==> config.mk <==
export PLATFORM = sky130hd
export DESIGN_NAME = trackball_quad_flat
export DESIGN_NICKNAME = d
export VERILOG_FILES = /design/src/rtl/trackball_quad_if.sv /design/src/rtl/trackball_quad.sv /design/src/flat_wrapper.sv
export SDC_FILE = /design/constraint.sdc
export NUM_CORES = 1
export LEC_CHECK = 0
export BUFFER_PORTS_ARGS = -buffer_cell sky130_fd_sc_hd__buf_2
export CORE_ASPECT_RATIO = 1.25
export CORE_MARGIN = 1
export CORE_UTILIZATION = 45
export CTS_BUF_LIST = sky130_fd_sc_hd__clkbuf_2 sky130_fd_sc_hd__clkbuf_4 sky130_fd_sc_hd__clkbuf_8
export CTS_CLUSTER_SIZE = 8
export DETAILED_ROUTE_END_ITERATION = 6
export GPL_TIMING_DRIVEN = 0
export HOLD_SLACK_MARGIN = 0.03
export SLEW_MARGIN = 15
export SYNTH_ARGS = -nofsm -noshare
export SYNTH_HDL_FRONTEND = slang
export SYNTH_SLANG_ARGS = --single-unit
==> constraint.sdc <==
create_clock -name clk_sys -period 6.4 [get_ports clk_sys]
set_input_delay 0.96 -clock clk_sys [delete_from_list [all_inputs] [get_ports clk_sys]]
set_output_delay 0.96 -clock clk_sys [all_outputs]
set_load 0.02 [all_outputs]
==> src/rtl/trackball_quad_if.sv <==
// Trackball encoder bus: mouse sample inputs and per-axis step outputs.
// Optional pos_o present only when TRAK_POS_EN is defined.
interface trackball_quad_if #(
  parameter int AXES  = 2,
  parameter int DIV_W = 4
);
  logic                   strobe_i;
  logic [AXES*9-1:0]      delta_i;
  logic                   flip_i;
  logic [AXES-1:0]        inv_i;
  logic [DIV_W-1:0]       step_div_i;
  logic [AXES-1:0]        ph0_o;
  logic [AXES-1:0]        ph1_o;
  logic                   busy_o;
`ifdef TRAK_POS_EN
  logic [AXES*16-1:0]     pos_o;

  modport master (
    output strobe_i, delta_i, flip_i,
    output inv_i, step_div_i,
    input  ph0_o, ph1_o, busy_o, pos_o
  );
  modport slave (
    input  strobe_i, delta_i, flip_i,
    input  inv_i, step_div_i,
    output ph0_o, ph1_o, busy_o, pos_o
  );
`else
  modport master (
    output strobe_i, delta_i, flip_i,
    output inv_i, step_div_i,
    input  ph0_o, ph1_o, busy_o
  );
  modport slave (
    input  strobe_i, delta_i, flip_i,
    input  inv_i, step_div_i,
    output ph0_o, ph1_o, busy_o
  );
`endif
endinterface

==> src/rtl/trackball_quad.sv <==
// Mouse-delta to trackball step encoder, N axes, dir+toggle or Gray.
// Ports: clk_sys, reset (sync, high), bus (trackball_quad_if.slave):
//   strobe_i/delta_i/flip_i/inv_i/step_div_i in; ph0_o/ph1_o/busy_o out.
// Macro TRAK_POS_EN adds bus.pos_o, a 16-bit position per axis.
module trackball_quad #(
  parameter int AXES      = 2,
  parameter int ACC_W     = 12,
  parameter int DIV_W     = 4,
  parameter int QUAD_MODE = 0
) (
  input logic             clk_sys,
  input logic             reset,
  trackball_quad_if.slave bus
);

  logic                        strobe_q;
  logic                        take;
  logic                        add_q;
  logic [DIV_W-1:0]            div_q;
  logic [DIV_W-1:0]            div_d;
  logic                        tick;
  logic [AXES-1:0][ACC_W-1:0]  acc_q;
  logic [AXES-1:0][ACC_W-1:0]  acc_d;
  logic [AXES-1:0][ACC_W-1:0]  dlt_q;
  logic [AXES-1:0][ACC_W-1:0]  dlt_d;
  logic [AXES-1:0]             sgn;
  logic [AXES-1:0]             nz;
  logic [AXES-1:0]             step;
  logic [AXES-1:0]             dir;
  logic [AXES-1:0]             ph0_q;
  logic [AXES-1:0]             ph1_q;
  logic [AXES-1:0]             ph0_d;
  logic [AXES-1:0]             ph1_d;
  logic                        busy_q;
`ifdef TRAK_POS_EN
  logic [AXES-1:0][15:0]       pos_q;
  logic [AXES-1:0][15:0]       pos_d;
`endif

  assign take = bus.strobe_i ^ strobe_q;

  always_comb begin
    tick = (div_q == bus.step_div_i);
    // A divider left above a lowered limit wraps silently.
    if (tick || (div_q > bus.step_div_i))
      div_d = '0;
    else
      div_d = div_q + DIV_W'(1);

    for (int n = 0; n < AXES; n++) begin
      sgn[n] = bus.delta_i[9*n+8] ^ bus.flip_i
             ^ bus.inv_i[n];
      dlt_d[n] = {{(ACC_W-9){sgn[n]}}, sgn[n],
                  bus.delta_i[9*n +: 8]};

      nz[n]   = (acc_q[n] != '0);
      step[n] = tick && nz[n];
      dir[n]  = ~acc_q[n][ACC_W-1];

      // Top two bits differing marks the saturation band.
      acc_d[n] = acc_q[n];
      if (add_q &&
          (acc_q[n][ACC_W-1] == acc_q[n][ACC_W-2]))
        acc_d[n] = acc_d[n] + dlt_q[n];
      if (step[n])
        acc_d[n] = dir[n] ? acc_d[n] - ACC_W'(1)
                          : acc_d[n] + ACC_W'(1);

      ph0_d[n] = ph0_q[n];
      ph1_d[n] = ph1_q[n];
      if (step[n]) begin
        if (QUAD_MODE != 0) begin
          // {A,B}: fwd 00-01-11-10, rev opposite.
          ph0_d[n] = dir[n] ? ph1_q[n] : ~ph1_q[n];
          ph1_d[n] = dir[n] ? ~ph0_q[n] : ph0_q[n];
        end else begin
          ph0_d[n] = dir[n];
          ph1_d[n] = ~ph1_q[n];
        end
      end

`ifdef TRAK_POS_EN
      pos_d[n] = pos_q[n];
      if (step[n])
        pos_d[n] = dir[n] ? pos_q[n] + 16'd1
                          : pos_q[n] - 16'd1;
`endif
    end
  end

  always_ff @(posedge clk_sys) begin
    strobe_q <= bus.strobe_i;
    if (reset) begin
      add_q  <= 1'b0;
      dlt_q  <= '0;
      div_q  <= '0;
      acc_q  <= '0;
      ph0_q  <= '0;
      ph1_q  <= '0;
      busy_q <= 1'b0;
`ifdef TRAK_POS_EN
      pos_q  <= '0;
`endif
    end else begin
      add_q  <= take;
      if (take)
        dlt_q <= dlt_d;
      div_q  <= div_d;
      acc_q  <= acc_d;
      ph0_q  <= ph0_d;
      ph1_q  <= ph1_d;
      busy_q <= |nz;
`ifdef TRAK_POS_EN
      pos_q  <= pos_d;
`endif
    end
  end

  assign bus.ph0_o  = ph0_q;
  assign bus.ph1_o  = ph1_q;
  assign bus.busy_o = busy_q;
`ifdef TRAK_POS_EN
  assign bus.pos_o  = pos_q;
`endif

endmodule
==> src/flat_wrapper.sv <==
// flat-port wrapper written by rule: the top's interface ports become plain ports
module trackball_quad_flat 
#(
  parameter int AXES      = 2,
  parameter int ACC_W     = 12,
  parameter int DIV_W     = 4,
  parameter int QUAD_MODE = 0
)
  (clk_sys, reset, bus_strobe_i, bus_delta_i, bus_flip_i, bus_inv_i, bus_step_div_i, bus_ph0_o, bus_ph1_o, bus_busy_o);
  trackball_quad_if #(.AXES(AXES), .DIV_W(DIV_W)) bus_i ();
  input logic clk_sys;
  input logic reset;
  input wire logic [$bits(bus_i.strobe_i)-1:0] bus_strobe_i;
  input wire logic [$bits(bus_i.delta_i)-1:0] bus_delta_i;
  input wire logic [$bits(bus_i.flip_i)-1:0] bus_flip_i;
  input wire logic [$bits(bus_i.inv_i)-1:0] bus_inv_i;
  input wire logic [$bits(bus_i.step_div_i)-1:0] bus_step_div_i;
  output wire logic [$bits(bus_i.ph0_o)-1:0] bus_ph0_o;
  output wire logic [$bits(bus_i.ph1_o)-1:0] bus_ph1_o;
  output wire logic [$bits(bus_i.busy_o)-1:0] bus_busy_o;
  assign bus_i.strobe_i = bus_strobe_i;
  assign bus_i.delta_i = bus_delta_i;
  assign bus_i.flip_i = bus_flip_i;
  assign bus_i.inv_i = bus_inv_i;
  assign bus_i.step_div_i = bus_step_div_i;
  assign bus_ph0_o = bus_i.ph0_o;
  assign bus_ph1_o = bus_i.ph1_o;
  assign bus_busy_o = bus_i.busy_o;
  trackball_quad #(.AXES(AXES), .ACC_W(ACC_W), .DIV_W(DIV_W), .QUAD_MODE(QUAD_MODE)) u_core (.clk_sys(clk_sys), .reset(reset), .bus(bus_i));
endmodule
* Word level (Yosys, flattened, before mapping)
Index checks and enable logic that the tools add are counted.
Word-level totals: register bits after elaboration 53, latch bits 0, bits in writable memories 0, bits in read-only memories 0, input bits 28, output and inout port bits 5, logic and storage cells 47, memories kept 0
Cells by class: add/sub/neg operators 7, $mul 0, divide/modulo/power cells 0, order comparisons 1, equality and inequality tests 3, shift-type cells 0, muxes and demuxes 6, bitwise gates (word level) 9, reduce and logical (&&, ||, !) cells 9
Operator list (count):
- 12-bit two-way mux | 6
- 12-bit by 1-bit adder with 12-bit output, second input constant | 2
- 12-bit adder | 2
- 12-bit nonzero test | 2
- 12-bit by 1-bit subtractor with 12-bit output, second input constant | 2
- 1-bit XOR | 5
- 4-bit by 1-bit adder with 4-bit output, second input constant | 1
- 4-bit == test | 1
- 4-bit > comparator | 1
- 1-bit logical AND | 4
- 1-bit inverter | 4
- 2-bit OR reduction | 2
- 1-bit == test | 2
- 1-bit logical OR | 1

* Depth between registers and ports, before layout
word-level depth 6, depth in mapped cells 16, mapped depth without buffers 16

* Worst setup path after synthesis
No wires, ideal clock.
path kind flip-flop to flip-flop, start reg u_core.dlt_q[0] (netlist bit), end reg u_core.acc_q[10] (netlist bit), arrival time 3311 ps, required time 6330 ps, slack 3019 ps, stages on the path, launching flop included 17, period minus slack after synthesis 3381 ps, cell sequence dfxtp_1 ha_1 fa_1 a21o_1 a21oi_1 o21bai_1 a21oi_1 xor2_1 o21ai_0 ha_1 a21o_1 a21o_1 a21o_1 a221oi_1 xnor2_1 nand2_1 a21oi_1
On the way: cells in the longest elaborated chain, start to end 5
RTL lines:
- from (decl) | RTL line trackball_quad.sv:24 | logic [AXES-1:0][ACC_W-1:0] dlt_q;
- from (signal assigned) | RTL line trackball_quad.sv:107 | dlt_q <= dlt_d;
- 12-bit adder (*) | RTL line trackball_quad.sv:64 | acc_d[n] = acc_d[n] + dlt_q[n];
- 12-bit two-way mux (*) | RTL line trackball_quad.sv:62 | if (add_q &&
- 12-bit by 1-bit subtractor with 12-bit output or 12-bit by 1-bit adder with 12-bit output (tied branches) | RTL line trackball_quad.sv:66, trackball_quad.sv:67
- 12-bit two-way mux | RTL line trackball_quad.sv:66 | acc_d[n] = dir[n] ? acc_d[n] - ACC_W'(1)
- 12-bit two-way mux (*) | RTL line trackball_quad.sv:65 | if (step[n])
- to (signal assigned) | RTL line trackball_quad.sv:97 | acc_q <= '0;
- to (signal assigned) | RTL line trackball_quad.sv:109 | acc_q <= acc_d;
- to (decl) | RTL line trackball_quad.sv:22 | logic [AXES-1:0][ACC_W-1:0] acc_q;
Every way passes the cells marked *; elsewhere a longest branch is shown, timed or not. A chain may end at the register's enable or synchronous reset.

* Final worst setup path
start reg u_core.acc_q[11] (netlist bit), end reg u_core.acc_q[9] (netlist bit)
On the way: cells in the longest elaborated chain, start to end 6
RTL lines:
- 1-bit == test | RTL line trackball_quad.sv:63 | (acc_q[n][ACC_W-1] == acc_q[n][ACC_W-2]))
- 1-bit logical AND | RTL line trackball_quad.sv:62
- 12-bit two-way mux | RTL line trackball_quad.sv:62
- 12-bit by 1-bit subtractor with 12-bit output or 12-bit by 1-bit adder with 12-bit output (tied branches) | RTL line trackball_quad.sv:66, trackball_quad.sv:67
- 12-bit two-way mux | RTL line trackball_quad.sv:66
- 12-bit two-way mux (*) | RTL line trackball_quad.sv:65
Marked as above.

==> results.sh <==
export IMPL_fmax_mhz=248
export IMPL_antenna_found_initial=0
export IMPL_syn_area_um2=4190
export IMPL_clock_path_buffers=2
export IMPL_core_um2=9080
export IMPL_root_buffer="clkbuf_8"
export IMPL_async_flop_share_pct=0
export IMPL_ys_types=56
export IMPL_status="completed"
export IMPL_grt_usage_pct=23.4
export IMPL_ys_seq_elements=53
export IMPL_worst_pin_slew_ns=0.974
export IMPL_period_needed_ns=4.04
export IMPL_synth_edff_count=0
export IMPL_synth_area_leaders="dfxtp_1, ha_1, nand2_1"
export IMPL_cap_violations=0
export IMPL_synth_seq_area_share_pct=25.4
export IMPL_dp_hpwl_um=8520
export IMPL_gp_congestion=0.789
export IMPL_slew_violations=0
export IMPL_grt_pass1_vias=3689
export IMPL_drt_pass1_iter_count=5
export IMPL_die_y_um=110
export IMPL_rows=39
export IMPL_vias=3843
export IMPL_relSlewSlack_pct=34.8
export IMPL_worst_slack_ns=2.36
export IMPL_cts_buffers=5
export IMPL_path_clk_slew_ns=0.11
export IMPL_ys_flop_type="dfxtp_1"
export IMPL_numClockSinks=53
export IMPL_drive_above_1_share_pct=8.32
export IMPL_fp_dieArea_um2=9690
export IMPL_synth_nets=619
export IMPL_rsz0062_at_grt="no"
export IMPL_post_place_ws_ns=2.37
export IMPL_multi_input_area_um2=2980
export IMPL_p_leak_nw=2.03
export IMPL_synth_top_area_share_pct=25.4
export IMPL_stdcell_count=700
export IMPL_power_density_nw_per_um2=340
export IMPL_drt_iter0_markers=150
export IMPL_cp_end_kind="flop"
export IMPL_ctsResizeCount=0
export IMPL_htreeDepth=2
export IMPL_fin_crit_sh_pct=63.1
export IMPL_setup_violations_final=0
export IMPL_skew_ns=0.0160
export IMPL_cts_tree="yes"
export IMPL_insertion_delay_ns=0.33
export IMPL_place_inst=692
export IMPL_vdd_ir_drop_max_mv=0.239
export IMPL_cts_setup_buffers=0
export IMPL_wl_per_cell_um=15.1
export IMPL_final_hold_viol_count=0
export IMPL_initial_core_util_pct=46.1
export IMPL_grt_max_degree=20
export IMPL_syn_inst=538
export IMPL_antenna_cells=0
export IMPL_nFillCells=920
export IMPL_synth_area_per_cell_um2=7.78
export IMPL_nets=657
export IMPL_worstSetupStartpointType="flop"
export IMPL_route_detailed_drc=0
export IMPL_ant_nets=0
export IMPL_tns_ns=0
export IMPL_io_buffer_count=31
export IMPL_final_util_pct=50.6
export IMPL_area_growth_syn_to_layout_pct=9.72
export IMPL_area_sequential_um2=1060
export IMPL_worstPathMaxFanout=12
export IMPL_cp_required_ns=6.64
export IMPL_io_pins=33
export IMPL_worstPathArrival_ns=4.28
export IMPL_die_w_um=88.3
export IMPL_wl_um=10600
export IMPL_critical_path_class="reg2reg"
export IMPL_grt_pass1_wl_um=17400
export IMPL_hold_path_class="reg2reg"
export IMPL_cts_hold_buf=0
export IMPL_yosys_warnings=0
export IMPL_via_per_inst=5.49
export IMPL_overflow=0
export IMPL_yosysTopAreaCell="dfxtp_1"
## per-layer routing
| layer | global-route usage [%] | up-vias | share of wire (%) |
|---|---|---|---|
| li1 | - | 2002 | - |
| met1 | 26.5 | 1769 | 43 |
| met2 | 44.8 | 60 | 53 |
| met3 | 2.70 | 12 | 2.0 |
| met4 | 7.03 | 0 | 2.2 |
| met5 | 0 | - | 0 |
## stage by stage
step           power [W]  area [µm²]  hold WS [ns]
6_report         0.00156        4590         0.472
5_1_grt          0.00171        4590         0.498
4_1_cts          0.00157        4590         0.476
3_5_place_dp     0.00135        4490         0.454
3_3_place_gp     0.00133        4490         0.449
2_1_floorplan    0.00116        4190         0.430
## flip-flops by register name, summed over array words and instances, names as in the netlist
| register | flops |
|---|---|
| u_core.acc_q | 24 |
| u_core.dlt_q | 18 |
| u_core.div_q | 4 |
| u_core.bus.ph0_o | 2 |
| u_core.bus.ph1_o | 2 |
| u_core.add_q | 1 |
| u_core.bus.busy_o | 1 |
| u_core.strobe_q | 1 |
## final timing paths
kind / startpoint / end / slack (ns) / cells after the start
max: u_core.acc_q[11]$_SDFF_PP0_ / u_core.acc_q[9]$_SDFF_PP0_ / 2.36 / 14
min reg2reg: u_core.dlt_q[3]$_SDFFE_PP0P_ / u_core.dlt_q[3]$_SDFFE_PP0P_ / 0.47 / 2
max reg2reg: u_core.acc_q[11]$_SDFF_PP0_ / u_core.acc_q[9]$_SDFF_PP0_ / 2.36 / 14
min: u_core.dlt_q[3]$_SDFFE_PP0P_ / u_core.dlt_q[3]$_SDFFE_PP0P_ / 0.47 / 2
## final cells by class
class | instances | area share, %
buffer | 18 | 1.66
clock buffer | 5 | 1.50
clock inverter | 3 | 0.627
inverter | 18 | 1.47
multi-input combinational | 449 | 64.9
sequential | 53 | 23.1
tap | 123 | 3.35
timing repair buffer | 31 | 3.38
## power breakdown
part	internal [W]	switching, W	leakage, nW
sequential	0.000377	0.0000433	0.434
combinational	0.000398	0.000530	1.55
clock	0.0000822	0.000129	0.0506
## cells by family (layout without fill, tap and decap cells)
logic type / count (synthesis) / after routing / share of synthesized area (%)
AND/OR/NAND/NOR: 189 / 189 / 20.3
AO/OA/AOI/OAI: 160 / 160 / 24.1
adder cells (fa/ha/maj): 53 / 53 / 16.6
flip-flops: 53 / 53 / 25.4
XOR/XNOR: 42 / 42 / 8.79
buffers and inverters: 36 / 75 / 3.44
multiplexers: 5 / 5 / 1.43
## synth_stat cells, drive strengths merged (9+ instances only)
library cell,n
nand2,91
a21oi,57
dfxtp,53
ha,49
nor2,41
o21ai,39
xnor2,26
inv,18
a21o,16
xor2,16
clkbuf,15
nor3,15
a211oi,10
nand3,9
## cells in the final DEF (no fill, tap or decap), drive strengths merged, types with 3 or more instances in the layout
master   netlist  layout
fa             4       4
ha            49      49
mux2i          3       3
nand3          9       9
nor2          41      41
a31oi          7       7
and3           3       3
xor2          16      16
nand2         91      91
o21bai         5       5
a211o          3       3
dfxtp         53      53
o2bb2ai        3       3
nand2b         4       4
clkbuf        15      20
nor3          15      15
xnor2         26      26
nor2b          5       5
nor4           4       4
inv           18      20
a21oi         57      57
a221o          4       4
a21o          16      16
buf            3      34
o21ai         39      39
a211oi        10      10
## worst max-delay path, stage by stage (launching register included)
cell and delay (ns):
dfxtp_1 0.35, inv_1 0.38, ha_1 0.37, or2b_1 0.23
clkbuf_1 0.21, clkbuf_1 0.25, o21ai_0 0.37, ha_1 0.30
clkbuf_1 0.18, and4_1 0.21, a221o_1 0.36, o221ai_2 0.21
a21oi_1 0.12, xnor2_1 0.17, a221oi_1 0.24
No activity file was read; power rests on OpenSTA's default activity.
